$ cat src/rtl/simproc_pkg.sv
// Shared encodings and widths for the SimProc execution controller.
package simproc_pkg;

    localparam int PC_W        = 8;
    localparam int INSTR_CNT_W = 16;

    typedef enum logic [2:0] {
        RC_HALT  = 3'd0,
        RC_STEP  = 3'd1,
        RC_RUN   = 3'd2,
        RC_CHECK = 3'd3,
        RC_BREAK = 3'd4
    } rc_state_t;

endpackage

$ cat src/rtl/key_debounce.sv
// Pushbutton conditioner: 2-flop synchronizer, stable-level debounce counter
// and a one-cycle pulse on each accepted falling edge.
module key_debounce #(
    parameter int DEBOUNCE_CYCLES = 500000
) (
    input  logic CLOCK_50,
    input  logic RESET,
    input  logic key_raw,
    output logic key_level,
    output logic key_fall
);

    localparam int CNT_W = (DEBOUNCE_CYCLES > 1) ? $clog2(DEBOUNCE_CYCLES) : 1;
    localparam logic [CNT_W-1:0] CNT_LAST = CNT_W'(DEBOUNCE_CYCLES - 1);

    logic             sync_a;
    logic             sync_b;
    logic             level_q;
    logic             level_d;
    logic [CNT_W-1:0] cnt;

    // NOTE: every flop uses <= so all registers see pre-edge values, independent of statement order.
    always_ff @(posedge CLOCK_50 or posedge RESET) begin
        if (RESET) begin
            sync_a  <= 1'b1;
            sync_b  <= 1'b1;
            level_q <= 1'b1;
            level_d <= 1'b1;
            cnt     <= '0;
        end else begin
            sync_a  <= key_raw;
            sync_b  <= sync_a;
            level_d <= level_q;
            if (sync_b == level_q) begin
                cnt <= '0;
            end else if (cnt == CNT_LAST) begin
                level_q <= sync_b;
                cnt     <= '0;
            end else begin
                cnt <= cnt + CNT_W'(1);
            end
        end
    end

    assign key_level = level_q;
    assign key_fall  = level_d & ~level_q;

endmodule

$ cat src/rtl/run_ctrl.sv
// SimProc execution controller: halt / single-step / divided free-run with
// breakpoint and STOP detection, driving the datapath clock enable.
module run_ctrl
    import simproc_pkg::*;
#(
    parameter int DEBOUNCE_CYCLES = 500000,
    parameter int RUN_DIV         = 5000000
) (
    input  logic                   CLOCK_50,
    input  logic                   RESET,
    input  logic                   STEP_N,
    input  logic                   RUN,
    input  logic                   BRK_EN,
    input  logic [PC_W-1:0]        BRK_ADDR,
    input  logic [PC_W-1:0]        PC,
    input  logic                   INSTR_DONE,
    input  logic                   HALT_REQ,
    output logic                   CPU_EN,
    output logic [2:0]             STATE,
    output logic                   HALTED,
    output logic                   DISP_EN,
    output logic [INSTR_CNT_W-1:0] INSTR_CNT
);

    localparam int DIV_W = (RUN_DIV > 1) ? $clog2(RUN_DIV) : 1;
    localparam logic [DIV_W-1:0] DIV_LAST = DIV_W'(RUN_DIV - 1);

    rc_state_t              state;
    rc_state_t              state_nx;
    logic                   run_a;
    logic                   run_s;
    logic                   key_level;
    logic                   key_fall;
    logic                   press;
    logic                   retire;
    logic                   halt_lat;
    logic                   disp_q;
    logic [DIV_W-1:0]       div_cnt;
    logic [INSTR_CNT_W-1:0] instr_cnt;

    key_debounce #(
        .DEBOUNCE_CYCLES(DEBOUNCE_CYCLES)
    ) u_step_key (
        .CLOCK_50 (CLOCK_50),
        .RESET    (RESET),
        .key_raw  (STEP_N),
        .key_level(key_level),
        .key_fall (key_fall)
    );

    assign press  = key_fall & ~key_level;
    assign retire = INSTR_DONE & CPU_EN;

    always_ff @(posedge CLOCK_50 or posedge RESET) begin
        if (RESET) state <= RC_HALT;
        else       state <= state_nx;
    end

    // NOTE: state_nx gets a default first so no path can leave it unassigned and infer a latch.
    always_comb begin
        state_nx = state;
        unique case (state)
            RC_HALT:  if (press) state_nx = RC_STEP;
                      else if (run_s) state_nx = RC_RUN;
            RC_STEP:  if (retire) state_nx = RC_HALT;
            RC_RUN:   if (retire) state_nx = RC_CHECK;
            RC_CHECK: if (halt_lat) state_nx = RC_BREAK;
                      else if (BRK_EN && (PC == BRK_ADDR)) state_nx = RC_BREAK;
                      else if (!run_s) state_nx = RC_HALT;
                      else state_nx = RC_RUN;
            RC_BREAK: if (press) state_nx = RC_STEP;
                      else if (!run_s) state_nx = RC_HALT;
            default:  state_nx = RC_HALT;
        endcase
    end

    // Enable decodes registers only, so the datapath sees no input-to-enable path.
    always_comb begin
        CPU_EN  = (state == RC_STEP) || ((state == RC_RUN) && (div_cnt == '0));
        HALTED  = (state == RC_HALT) || (state == RC_BREAK);
        STATE   = state;
        DISP_EN = disp_q;
    end

    always_ff @(posedge CLOCK_50 or posedge RESET) begin
        if (RESET) begin
            run_a     <= 1'b0;
            run_s     <= 1'b0;
            halt_lat  <= 1'b0;
            disp_q    <= 1'b0;
            div_cnt   <= '0;
            instr_cnt <= '0;
        end else begin
            run_a  <= RUN;
            run_s  <= run_a;
            disp_q <= (state_nx != state) &&
                      ((state_nx == RC_HALT) || (state_nx == RC_BREAK));
            if (state != RC_RUN || div_cnt == DIV_LAST) div_cnt <= '0;
            else                                        div_cnt <= div_cnt + DIV_W'(1);
            // STOP is only visible alongside INSTR_DONE; hold it for the CHECK cycle.
            if (retire)                 halt_lat <= HALT_REQ;
            else if (state == RC_CHECK) halt_lat <= 1'b0;
            if (retire) instr_cnt <= instr_cnt + INSTR_CNT_W'(1);
        end
    end

    assign INSTR_CNT = instr_cnt;

endmodule

$ cat config.mk
export PLATFORM = sky130hd
export DESIGN_NAME = run_ctrl
export DESIGN_NICKNAME = d
export VERILOG_FILES = /design/src/rtl/simproc_pkg.sv /design/src/rtl/key_debounce.sv /design/src/rtl/run_ctrl.sv
export SDC_FILE = /design/constraint.sdc
export NUM_CORES = 1
export LEC_CHECK = 0
export ABC_AREA = 1
export BUFFER_PORTS_ARGS = -buffer_cell sky130_fd_sc_hd__clkbuf_2
export CAP_MARGIN = 20
export CORE_UTILIZATION = 44
export CTS_CLUSTER_SIZE = 14
export DETAILED_ROUTE_END_ITERATION = 6
export HOLD_SLACK_MARGIN = 0.15
export PLACE_DENSITY = 0.71
export SLEW_MARGIN = 20
export SYNTH_ARGS = -nofsm -noshare
export SYNTH_HDL_FRONTEND = slang
export SYNTH_SLANG_ARGS = --single-unit
$ cat constraint.sdc
create_clock -name CLOCK_50 -period 2.18 [get_ports CLOCK_50]
set_input_delay 0.109 -clock CLOCK_50 [delete_from_list [all_inputs] [get_ports CLOCK_50]]
set_output_delay 0.109 -clock CLOCK_50 [all_outputs]
set_load 0.02 [all_outputs]
==> key figures <==
Timing
  • Worst-Margin Slew: 524 ps
  • Post-Route Skew: 8.26 ps
  • Setup repair after global routing missed its margin: no
  • Post-Route Setup TNS: 0 ps
  • Final WS setup: between 300 and 400 ps
  • Relative slew slack: 0.648
  • Tcrit/Tclk final: 0.855
  • Setup-failing EPs final: 0
  • Final Critical Period: ~1900 ps
  • FMAX: around 540 MHz
  • Max Slew Vio Count: 0
  • Final Hold Viols: 0

Synthesis
  • FF+latch count, synth: 69
  • Ys async rst share: 1.00
  • Top cells by count, synth: nand2_1, nor2_1, inv_1, dfrtp_1, nor3_1
  • Count leader, synth: nand2_1
  • Post-synth EDFFs: 0
  • Unique masters post-synth: 34
  • Post-synth top area cell: dfrtp_1
  • Synth area leaders: dfrtp_1, nand2_1, nor2_1
  • Synthesis warning total: 0
  • Net Count, Synth: 549
  • Post-synthesis sequential area ratio: 0.442
  • Top_reg_cell synth: dfrtp_1
  • Share of the synthesized area in the top cell type: 0.415
  • Mapped Area: 3920 um2
  • Avg Inst Size Synth: approximately 7.5 um2
  • Gate Count Post-Synth: ~520

Worst setup path
  • Critical path class: reg -> reg
  • Req. time, crit path: 2410 ps
  • CP max stage cell: dfrtp_1
  • Largest stage delay on the critical path: roughly 420 ps
  • Crit Path Max Fanout: 16
  • Worst Path Arrival: roughly 2100 ps
  • CP dominant cell by count: nand2_1
  • Setup crit end kind: flop
  • RR Startpoint: div_cnt[17]$_DFF_PP0_
  • Critical path startpoint: div_cnt[17]$_DFF_PP0_
  • CP cell instances: inv_1, nand2_1, nor2_1, nand2_1, nor2_1, nand2_1, nand2_2, nand2_2, inv_2, nand2_1, xor2_1
  • Critical path startpoint category: flop
  • Top delay family on crit path: simple AND/OR/NAND/NOR gates
  • Bufs and invs on worst path: 2

Global routing
  • Antenna violations before repair: 0
  • Global Route Usage Sum: 0.206
  • Largest net degree at the start of global routing: 70
  • First-pass GRT wire length: 14,700 um
  • Vias in the first global route: between 3,000 and 4,000
  • Gr ovfl total: 0

Floorplanning
  • Rows: 34
  • Die X: around 96 um
  • Die Span Y: 96.3 um
  • Initial Utilization: 0.451
  • CORE AREA: roughly 8700 um2
  • I/O pins: 45
  • Die area: 9280 um2

Drt
  • Total Wirelength: 8840 um
  • ANT nets after route: 0
  • Initial drt markers: roughly 290
  • DRT Pass-1 Iters: 6
  • DRC: 0
  • Total number of vias: 3,629
  • Routed wire per std cell: roughly 13 um
  • Via density: between 5 and 6

Layout
  • Ant diodes: 0
  • Post-layout util: 0.527
  • Area added between synthesis and finish: 16.7%
  • Final #Nets: 607
  • Layout cell share with drive strength beyond 1: 0.152

CTS
  • H-tree depth: 3
  • CTS tree: built
  • Clock slew at reported path FFs: ~70 ps
  • Cts repair resizes: 0
  • Post-CTS setup buffers: 0
  • Clock Sinks: 69
  • # hold bufs at CTS: 5
  • Root buffer cell: clkbuf_8
  • Deepest clock path buffer count: 2
  • Clock Latency Late Sink: about 350 ps
  • TritonCTS buffer count: 9

Min path
  • Hold_sp: PC[2]
  • Hold Path Class: in -> reg

Status
  • Status: complete, no violations

Place
  • HPWL after DPL: about 6600 um
  • Pre-CTS WS: between 300 and 400 ps
  • PortBufs: 44
  • Final GP Congestion: about 0.98

Power
  • Worst vdd ir: between 400 and 500 uV
  • PD cells: just over 800 nW/um2
  • Lkg Pwr: 2.15 nW

Run
  • Maxcap violations: 0
==> stage by stage <==
| stage | power [mW] | hold slack [ps] | area (um2) | cells |
|---|---|---|---|---|
| floorplan | 2.18 | 113 | 3920 | 522 |
| global placement | 2.44 | 193 | 4270 | 672 |
| detailed placement | 2.46 | 199 | 4270 | 672 |
| CTS | 3.75 | 317 | 4570 | 693 |
| global route | 3.94 | 377 | 4570 | 693 |
| finish | 3.71 | 295 | 4570 | 693 |
==> kinds of logic after synthesis <==
group | share of synthesized area
muxes | 0.00288
AOI/OAI and AO/OA | 0.0438
buffers and inverters | 0.0834
adders and majority gates | 0.0128
xor gates and xnor gates | 0.0671
DFF | 0.442
and+or+nand+nor | 0.348
==> cell type report <==
cell class | instances | area [um2]
tap | 108 | 135
clock inverter | 7 | 123
inverter | 78 | 293
multi-input combinational | 370 | 1860
sequential | 69 | 1730
clock buffer | 9 | 124
timing repair buffer | 52 | 305
fill | 869 | 4110
==> final timing paths <==
path                       slack [ps]                      endpoint  cells past startpoint
hold reg to reg                   370               run_s$_DFF_PP0_                      0
hold / removal                    290            STATE[2]$_DFF_PP0_                      8
min in group asynchronous         370      INSTR_CNT[2]$_DFFE_PP0P_                      4
setup reg to reg                  320      INSTR_CNT[5]$_DFFE_PP0P_                     11
max in group asynchronous        1490  u_step_key.level_d$_DFF_PP1_                      4
setup / recovery                  320      INSTR_CNT[5]$_DFFE_PP0P_                     11
==> metal layers <==
metal | global-route usage | up-vias | wire, um
met5 | 0 | - | 0
met4 | 0.104 | 0 | 240
met3 | 0.0324 | 25 | 600
met2 | 0.309 | 149 | 3890
met1 | 0.289 | 1676 | 4120
li1 | - | 1779 | -
==> state kept, by name (all words and copies together), names as in the netlist <==
signal / cells
run_a: 1
halt_lat: 1
DISP_EN: 1
run_s: 1
u_step_key.sync_b: 1
STATE: 3
u_step_key.sync_a: 1
INSTR_CNT: 16
u_step_key.key_level: 1
u_step_key.cnt: 19
div_cnt: 23
u_step_key.level_d: 1
==> layout by cell type, fill, tap and decap left out, types with 4 or more instances in the layout <==
master,n
nand4_1,18
xnor2_1,7
ha_1,4
nor3_1,31
nand2_1,109
dfrtp_1,65
clkbuf_8,9
nand3_1,27
dfstp_2,4
inv_2,4
nor2_1,95
xor2_1,23
clkbuf_2,44
inv_1,74
o21ai_0,9
nand2_2,5
nor4_1,7
dlygate4sd3_1,5
a21oi_1,14
==> power by group <==
group | internal (mW) | switching, mW
Combinational | 0.300 | 0.598
Clock | 0.765 | 0.511
Sequential | 1.40 | 0.135
==> worst min-delay path, stage by stage <==
cell and delay, ps:
clkbuf_2 90, xnor2_1 50, nand2_1 50, nor2_1 50
nand2_1 70, nand2_1 60, nand2_1 70, nand2_1 50
Power figures use the tool's default switching activity.
